`src/rtl/xc_aes_pkg.sv`:
```
// xc_aes_pkg: shared AES mix constants, FSM encoding and GF(2^8) helpers
package xc_aes_pkg;
   localparam int COLW = 32;
   typedef enum logic [1:0] {IDLE = 2'd0, BUSY = 2'd1, DONE = 2'd2} state_t;
   function automatic logic [7:0] xt(input logic [7:0] a);
      return {a[6:0], 1'b0} ^ (a[7] ? 8'h1b : 8'h00);
   endfunction
   // multiply by a 4-bit constant as a sum of a, 2a, 4a, 8a
   function automatic logic [7:0] gmul(input logic [7:0] a, input logic [3:0] k);
      logic [7:0] a2, a4, a8;
      a2 = xt(a);
      a4 = xt(a2);
      a8 = xt(a4);
      return (k[0] ? a : 8'h00) ^ (k[1] ? a2 : 8'h00) ^ (k[2] ? a4 : 8'h00) ^ (k[3] ? a8 : 8'h00);
   endfunction
endpackage

```
`src/rtl/xc_aesmix.sv`:
```
// xc_aesmix: single-cycle combinational AES (Inv)MixColumns on one column
//  valid in 1, rs1/rs2 in 32 (bytes 0,1 from rs1, bytes 2,3 from rs2),
//  enc in 1 (1 = MixColumns), ready out 1, result out 32
module xc_aesmix
   import xc_aes_pkg::*;
(
   input  logic            valid,
   input  logic [COLW-1:0] rs1,
   input  logic [COLW-1:0] rs2,
   input  logic            enc,
   output logic            ready,
   output logic [COLW-1:0] result
);
   logic [7:0] b0, b1, b2, b3;
   logic       unused_bits;
   // one output byte: coefficients rotate across the column
   function automatic logic [7:0] row(input logic [7:0] a, b, c, d, input logic e);
      return e ? (gmul(a, 4'd2) ^ gmul(b, 4'd3) ^ c ^ d)
               : (gmul(a, 4'd14) ^ gmul(b, 4'd11) ^ gmul(c, 4'd13) ^ gmul(d, 4'd9));
   endfunction
   assign b0 = rs1[7:0];
   assign b1 = rs1[15:8];
   assign b2 = rs2[23:16];
   assign b3 = rs2[31:24];
   assign unused_bits = ^{rs1[31:16], rs2[15:0]};
   assign ready = valid;
   assign result = {row(b3, b0, b1, b2, enc), row(b2, b3, b0, b1, enc),
                    row(b1, b2, b3, b0, enc), row(b0, b1, b2, b3, enc)};
endmodule

```
`src/rtl/xc_aesmix_seq.sv`:
```
// xc_aesmix_seq: streams an AES state one column per cycle through one xc_aesmix
//  clock/reset (async active-low), req_valid/req_ready/req_enc/req_data in,
//  rsp_valid/rsp_ready/rsp_data out, flush (sync abort), busy (BUSY or DONE)
module xc_aesmix_seq
   import xc_aes_pkg::*;
#(
   parameter  int NCOLS = 4,
   localparam int W     = COLW * NCOLS
) (
   input  logic         clock,
   input  logic         reset,
   input  logic         req_valid,
   output logic         req_ready,
   input  logic         req_enc,
   input  logic [W-1:0] req_data,
   output logic         rsp_valid,
   input  logic         rsp_ready,
   output logic [W-1:0] rsp_data,
   input  logic         flush,
   output logic         busy
);
   localparam int CW = (NCOLS > 1) ? $clog2(NCOLS) : 1;
   state_t          st, st_nxt;
   logic [CW-1:0]   cnt;
   logic [W-1:0]    src;
   logic            enc_q;
   logic [COLW-1:0] col, mix_rs, mix_res;
   logic            mix_valid, last, unused_ready;
   logic [NCOLS-1:0] col_we;
   assign last = cnt == CW'(NCOLS - 1);
   always_ff @(posedge clock or negedge reset)
      if (!reset) st <= IDLE;
      else        st <= st_nxt;
   always_comb
      st_nxt = flush                       ? IDLE :
               (st == IDLE && req_valid)   ? BUSY :
               (st == BUSY && last)        ? DONE :
               (st == DONE && rsp_ready)   ? IDLE : st;
   always_comb begin
      req_ready = st == IDLE;
      rsp_valid = st == DONE;
      busy      = st == BUSY || st == DONE;
      mix_valid = st == BUSY;
   end
   always_comb begin
      col    = '0;
      col_we = '0;
      for (int c = 0; c < NCOLS; c++) begin
         if (cnt == CW'(c)) col = src[c*COLW +: COLW];
         col_we[c] = mix_valid && cnt == CW'(c);
      end
   end
   // operands held at zero outside BUSY so the mix logic stays quiet
   assign mix_rs = mix_valid ? col : '0;
   xc_aesmix u_mix (
      .valid  (mix_valid),
      .rs1    (mix_rs),
      .rs2    (mix_rs),
      .enc    (enc_q),
      .ready  (unused_ready),
      .result (mix_res)
   );
   always_ff @(posedge clock or negedge reset)
      if (!reset) begin
         cnt      <= '0;
         src      <= '0;
         enc_q    <= 1'b0;
         rsp_data <= '0;
      end else if (flush) begin
         cnt      <= '0;
         rsp_data <= '0;
      end else begin
         if (req_ready && req_valid) begin
            src   <= req_data;
            enc_q <= req_enc;
            cnt   <= '0;
         end
         if (mix_valid) cnt <= last ? cnt : cnt + 1'b1;
         for (int c = 0; c < NCOLS; c++)
            if (col_we[c]) rsp_data[c*COLW +: COLW] <= mix_res;
      end
endmodule

```
`config.mk`:
```
export PLATFORM = sky130hd
export DESIGN_NAME = xc_aesmix_seq
export DESIGN_NICKNAME = d
export VERILOG_FILES = /design/src/rtl/xc_aes_pkg.sv /design/src/rtl/xc_aesmix.sv /design/src/rtl/xc_aesmix_seq.sv
export SDC_FILE = /design/constraint.sdc
export NUM_CORES = 1
export LEC_CHECK = 0
export ABC_AREA = 1
export CAP_MARGIN = 0
export CORE_ASPECT_RATIO = 1.4
export CORE_UTILIZATION = 45
export DETAILED_ROUTE_END_ITERATION = 10
export GPL_TIMING_DRIVEN = 0
export PLACE_DENSITY_LB_ADDON = 0.3
export SYNTH_ARGS = -nofsm -noshare
export SYNTH_HDL_FRONTEND = slang
export SYNTH_SLANG_ARGS = --single-unit
```
`constraint.sdc`:
```
create_clock -name clock -period 2.45 [get_ports clock]
set_input_delay 0.245 -clock clock [delete_from_list [all_inputs] [get_ports clock]]
set_output_delay 0.245 -clock clock [all_outputs]
set_load 0.01 [all_outputs]
```
==> results of run 1 <==
-- metal layers --
layer,up-vias,track usage,wire length (um)
li1,7983,-,-
met1,8383,0.404,24600
met2,810,0.638,35200
met3,272,0.0446,4030
met4,0,0.268,6330
met5,-,0,0
-- power by group --
group	total, mW	switching, mW	internal (mW)
Sequential	6.04	0.633	5.40
Clock	4.32	1.78	2.54
Combinational	13.1	7.59	5.54
-- critical path, stage by stage (launching register included) --
cell       delay, ns
dfrtp_2         0.47
inv_4           0.11
ha_4            0.19
buf_4           0.13
clkbuf_16       0.13
nand2_1         0.07
nand2_2         0.08
nand3_4         0.08
nand2_1         0.11
nand2_4         0.09
buf_4           0.15
nand2_2         0.07
nand2_4         0.06
buf_4           0.18
xor2_4          0.23
buf_12          0.14
xor2_4          0.21
a21oi_4         0.09
o21ai_4         0.17
nand3_2         0.12
nand2_1         0.09
-- cells in the final DEF, fill, tap and decap left out, types with 25 or more instances in the layout --
cell | Yosys | routed
o21ai_1 | 12 | 27
inv_1 | 178 | 150
clkbuf_16 | 0 | 30
a21oi_1 | 133 | 101
buf_12 | 0 | 36
nand2_2 | 21 | 129
dfrtp_1 | 261 | 259
nand3_2 | 5 | 69
xor2_1 | 153 | 108
xnor2_1 | 41 | 26
nand3_4 | 0 | 25
nand2_1 | 794 | 620
clkdlybuf4s50_1 | 0 | 262
xor2_2 | 3 | 29
clkbuf_1 | 48 | 48
buf_6 | 10 | 31
o21ai_0 | 80 | 48
buf_4 | 8 | 151
nand2_4 | 2 | 58
mux2_2 | 70 | 70
nor2_1 | 104 | 92
nand3_1 | 211 | 122
-- cells by family (layout without fill, tap and decap cells) --
| family | Yosys count | in the layout |
|---|---|---|
| and+or+nand+nor | 1157 | 1157 |
| buffers and inverters | 269 | 781 |
| DFF | 261 | 261 |
| AOI/OAI and AO/OA | 253 | 253 |
| xor gates and xnor gates | 198 | 198 |
| muxes | 70 | 70 |
| adders and majority gates | 7 | 7 |
-- sequential cells by signal (all words and copies together), names as in the netlist --
register / flops
cnt: 2
enc_q: 1
rsp_data: 128
src: 128
st: 2
-- metrics by stage --
| stage | power, mW | std cells | setup TNS [ns] |
|---|---|---|---|
| 2_1_floorplan | 12.0 | 2215 | -0.778 |
| 3_3_place_gp | 15.7 | 2940 | -2659.31 |
| 3_5_place_dp | 15.9 | 2942 | -154.78 |
| 4_1_cts | 21.8 | 3085 | -74.47 |
| 5_1_grt | 24.7 | 3189 | -104.51 |
| 6_report | 23.5 | 3189 | -81.96 |
-- what timing repair did --
action / in CTS / in global routing
setup endpoints to repair: 180 / 214
cloned: 1 / 5
setup buffers: 95 / 100
resized for setup: 327 / 265
hold buffers: 1 / 0
endpoints found under the hold margin: 65 / 0
pin swaps: 75 / 75
-- final timing paths --
| path | from | end | cells past startpoint |
|---|---|---|---|
| min | reset | rsp_data[14] | 2 |
| max | cnt[0] | rsp_data[16] | 20 |
| min in group clock | req_data[33] | src[33] | 3 |
| max reg2reg | cnt[0] | rsp_data[16] | 20 |
| min reg2reg | rsp_data[11] | rsp_data[11] | 2 |
| max in group asynchronous | reset | src[10] | 3 |
-- final cells by class --
| class | count | area [um^2] | share of cell area |
|---|---|---|---|
| Buffer | 84 | 637 | 0.0249 |
| Clock buffer | 28 | 647 | 0.0252 |
| Clock inverter | 18 | 254 | 0.00991 |
| Inverter | 184 | 747 | 0.0292 |
| Multi-Input combinational cell | 1685 | 11500 | 0.450 |
| Sequential cell | 261 | 6530 | 0.255 |
| Tap cell | 462 | 578 | 0.0226 |
| Timing Repair Buffer | 467 | 4710 | 0.184 |
==> impl_metrics.csv, run 1 <==
group,metric,value,unit
synth,ys_top_cells_by_area,"dfrtp_1 (40%), nand2_1 (18%), xor2_1 (8.1%)",
synth,syn_avg_cell_area,7.44,um^2
synth,synth_compound_area_frac,0.0854,
placement,post_dp_cell_area,20200,um^2
clocking,cts-root-buf,"clkbuf_16",
timing,maxSlewHeadroom,0.346,
floorplanning,fp.dieW,164,um
layout,fillers,2819,
global_route,grt_pass1_wl,101,mm
layout,utilization,0.714,
synth,synthCells,2215,
timing,fin_crit,3.07,ns
flow_run,maxCapViolCount,0,
synth,synth_top_family_by_area,"simple AND/OR/NAND/NOR gates",
placement,place_hpwl,51.1,mm
placement,gp_congestion,1.04,
status,failed_checks,"setup timing",
global_route,grt_usage,0.366,
synth,synth.top_cell.area_share,0.396,
layout,nets,2849,
global_route,antenna_found_initial,0,
synth,yosysTopAreaCell,"dfrtp_1",
setup_path,crit_path_start_kind,"flop",
drt,dr_total_vias,17448,
synth,synth_flop_cell,"dfrtp_1",
clocking,h-tree-depth,1,
timing,setup_violations,188,
synth,netlist_area,16500,um^2
clocking,numCtsBuffers,25,
layout,diodes,0,
synth,syn-num-nets,2356,
synth,synth_fa_ha_area_frac,0.00531,
clocking,worstSkewPairLatency,0.57,ns
setup_path,ff2ff_setup_slack,-0.62,ns
timing,drv_slew,0,
drt,firstDrtPassIters,6,
power,p_leak,12.3,nW
global_route,grt_overflow_total,0,
status,outcome,"complete, but fails checks",
timing,finalCritPeriodShare,1.25,
power,power.ir.vdd_worst,0.000724,V
timing,grt_setup_unrepaired,"yes",
synth,synth.mux.area_fraction,0.0478,
synth,synth_most_common_cell,"nand2_1",
power,power_density,917,nW/um^2
worst_hold_path,hold_path_class,"in -> async",
global_route,grt_pass1_vias,16756,
timing,hold_slack,0.206,ns
drt,drtIter0Drc,1621,
drt,wl_per_cell,22.0,um
clocking,cts_tree,"built",
floorplanning,die_area,37400,um^2
clocking,cts_num_sinks,261,
drt,drc_errors,0,
synth,ys_seq_elements,261,
setup_path,critical_path_class,"reg -> reg",
setup_path,crit_fanout,6,
drt,vias_per_cell,5.47,
setup_path,worstPathRequired,2.94,ns
floorplanning,num_rows,82,
synth,async_flop_share,1.00,
layout,final_area,25600,um^2
floorplanning,core,35900,um^2
timing,tightest_slew,0.980,ns
layout,area_growth,55.4,%
synth,synthTopCellsByCount,"nand2_1 (794), dfrtp_1 (261), nand3_1 (211)",
drt,drt_wl_total,70.2,mm
clocking,clk_pin_slew,0.07,ns
synth,ys_seq_area_frac,0.396,
synth,yosysWarnings,0,
placement,portBuffers,263,
floorplanning,die_y,228,um
synth,synthSimpleGateAreaFrac,0.289,
layout,drive_above_1_share,0.305,
synth,synth_edf_count,0,
timing,hold_viol,0,
clocking,clock_path_buffers,3,
floorplanning,start_util,0.459,
placement,dpl_worst_slack,-1.22,ns
floorplanning,ios,265,
setup_path,cp-end-kind,"flop",
setup_path,arrival,3.56,ns
timing,max_freq,326,MHz
drt,ant_nets,0,
synth,yosys.area_share.xor_xnor,0.107,
timing,fin_worst_skew,0.0250,ns
timing,setup_ws,-0.621,ns
synth,yosysUniqueCellTypes,39,
global_route,grt_max_degree,105,
No activity file was read; power rests on OpenSTA's default activity.
==> run 2, diff against run 1 <==
Settings changed: SLEW_MARGIN from default to 20.
==> run 2 against run 1 <==
Compared with the run above: the flow still finishes with violations (setup timing); global-route usage increased by 0.56 points; highest routed layer unchanged; largest power group unchanged; combinational power increased by 5%; critical endpoint is now rsp_data[64]; non-clock buffer count increased by 17; final area increased by 2.5%; critical path depth decreased by 1; worst hold slack improved by 0.027 ns; largest cell class unchanged; clock skew decreased by 0.015 ns; setup slack got worse by 0.10 ns.
==> impl_metrics.csv, run 2 (synthesized netlist as in run 1, its figures left out) <==
group,metric,value,unit
status,outcome,"complete, but fails checks",
status,failed_checks,"setup timing",
power,power_density,916,nW/um^2
layout,final_cell_mix,"nand2_1 (575), clkdlybuf4s50_1 (262), dfrtp_1 (261), buf_4 (164)",
drt,drtIter0Drc,1736,
timing,maxSlewHeadroom,0.297,
clocking,worstSkewPairLatency,0.57,ns
floorplanning,die_y,228,um
floorplanning,num_rows,82,
worst_hold_path,hold_path_class,"in -> async",
setup_path,crit_path_start_kind,"flop",
drt,drc_errors,0,
global_route,grt_usage,0.372,
setup_path,worstPathRequired,2.90,ns
drt,firstDrtPassIters,8,
setup_path,crit_chain,"buf_6 -> ha_4 -> inv_4 -> buf_12 -> nand2_8 -> o21ai_4 -> nand2_2 -> o21ai_4 -> inv_2 -> nand2_2 -> nand2_4 -> nand2_4 -> nand2_8 -> or2_4 -> a21o_1 -> nand3_2 -> nand3_4 -> nand3_2 -> nand2_1",
layout,drive_above_1_share,0.341,
setup_path,arrival,3.63,ns
clocking,cts-root-buf,"clkbuf_16",
clocking,cts_tree,"built",
layout,area_growth,59.3,%
setup_path,slowest_stage,"dfrtp_1",
flow_run,maxCapViolCount,0,
timing,finalCritPeriodShare,1.29,
placement,place_hpwl,51.0,mm
setup_path,rr_endpoint,"rsp_data[64]",
drt,drt_wl_total,72.6,mm
global_route,grt.busiest_layer,"met2",
floorplanning,ios,265,
setup_path,ff2ff_setup_slack,-0.72,ns
global_route,gr-usage-met1,0.396,
setup_path,crit_family,"simple AND/OR/NAND/NOR gates",
clocking,cts_num_sinks,261,
setup_path,critical_path_class,"reg -> reg",
drt,wl_per_cell,22.6,um
timing,max_freq,315,MHz
floorplanning,start_util,0.459,
clocking,clock_path_buffers,3,
floorplanning,die_area,37400,um^2
timing,setup_violations,168,
timing,tightest_slew,1.05,ns
global_route,grt_pass1_vias,17511,
layout,reg_top3,"rsp_data: 128 flops, src: 128 flops",
placement,portBuffers,263,
setup_path,cpPeakStageDelay,0.42,ns
setup_path,crit_fanout,8,
floorplanning,core,35900,um^2
layout,final_common_cell,"nand2_1",
timing,hold_viol,0,
timing,drv_slew,0,
drt,dr_total_vias,17717,
timing,grt_setup_unrepaired,"yes",
power,power.ir.vdd_worst,0.000636,V
layout,nets,2867,
clocking,clk_pin_slew,0.06,ns
power,power.total,24.0,mW
timing,fin_crit,3.17,ns
global_route,grt_pass1_wl,103,mm
layout,fillers,2713,
timing,tns,-74.00,ns
clocking,h-tree-depth,1,
power,p_leak,12.6,nW
placement,gp_congestion,1.04,
global_route,antenna_found_initial,1,
global_route,grt_util_met2,0.635,
layout,diodes,0,
global_route,grt_util_met3,0.0553,
setup_path,reg2regPathDepth,19,
timing,fin_worst_skew,0.00964,ns
drt,ant_nets,0,
setup_path,rr_startpoint,"cnt[0]",
setup_path,cp_num_buf_inv,4,
global_route,grt_overflow_total,0,
floorplanning,fp.dieW,164,um
clocking,numCtsBuffers,26,
global_route,grt_max_degree,99,
drt,vias_per_cell,5.52,
timing,setup_ws,-0.722,ns
setup_path,cp-end-kind,"flop",
-- run 2: cell count changes in the layout (fill, tap and decap cells not counted), moves of 6 or more --
cell,delta
buf_12,-7
nand2_8,+6
nand2_2,+16
xnor2_1,-8
xnor2_2,+6
o21ai_1,+9
buf_4,+13
nand2_4,+23
clkbuf_8,+6
nand2_1,-45
o21ai_0,-15
nand3_2,+7
nand3_1,-9
buf_8,+6
-- run 2: worst max path at each step --
stage               startpoint      endpoint  slack [ns]  depth (start not counted)
floorplan               cnt[0]  rsp_data[58]       -0.05                         19
global placement         reset      src[104]       -9.69                          1
detailed placement       st[1]  rsp_data[25]       -1.24                         14
CTS                     cnt[1]  rsp_data[96]       -0.53                         19
global route            cnt[0]  rsp_data[51]       -0.85                         21
finish                  cnt[0]  rsp_data[64]       -0.72                         19
-- run 2: repair_timing --
action,CTS,global route
hold buffers,1,0
gates resized for setup,398,354
gates cloned,4,3
pin swaps,109,171
endpoints found under the setup margin,180,182
setup buffers,132,78
endpoints found under the hold margin,71,0
-- run 2: report_power, final --
part / switching, mW / total [mW] / internal [mW]
Combinational: 8.00 / 13.8 / 5.81
Clock: 1.81 / 4.19 / 2.38
Sequential: 0.637 / 6.04 / 5.40
Total: 10.4 / 24.0 / 13.6
-- run 2: routing by layer --
metal  up-vias  part of all wire
met1      8530              0.34
met5         -                 0
met3       317             0.066
met4         0             0.097
met2       866              0.50
li1       8004                 -
-- run 2: final cells by class --
class                   count  area [um^2]  share of cell area
well taps                 462          578              0.0220
clock inverters            11          126             0.00481
flip-flops and latches    261         6530               0.249
repair buffers            483         4800               0.183
multi-input cells        1685        12000               0.459
clock buffers              37          762              0.0290
plain buffers              85          646              0.0246
inverters                 184          767              0.0292
-- run 2: through the flow --
| step | hold WS, ns | utilization | area [um^2] | setup slack (ns) | std cells |
|---|---|---|---|---|---|
| after global routing | 0.271 | 0.731 | 26300 | -0.850 | 3208 |
| final | 0.233 | 0.731 | 26300 | -0.722 | 3208 |
| after detailed placement | 0.247 | 0.563 | 20200 | -1.24 | 2942 |
| after floorplan | -0.0506 | - | 17000 | -0.0455 | 2215 |
| after global placement | 0.463 | 0.562 | 20200 | -9.69 | 2940 |
| after CTS | 0.243 | 0.671 | 24100 | -0.533 | 3127 |
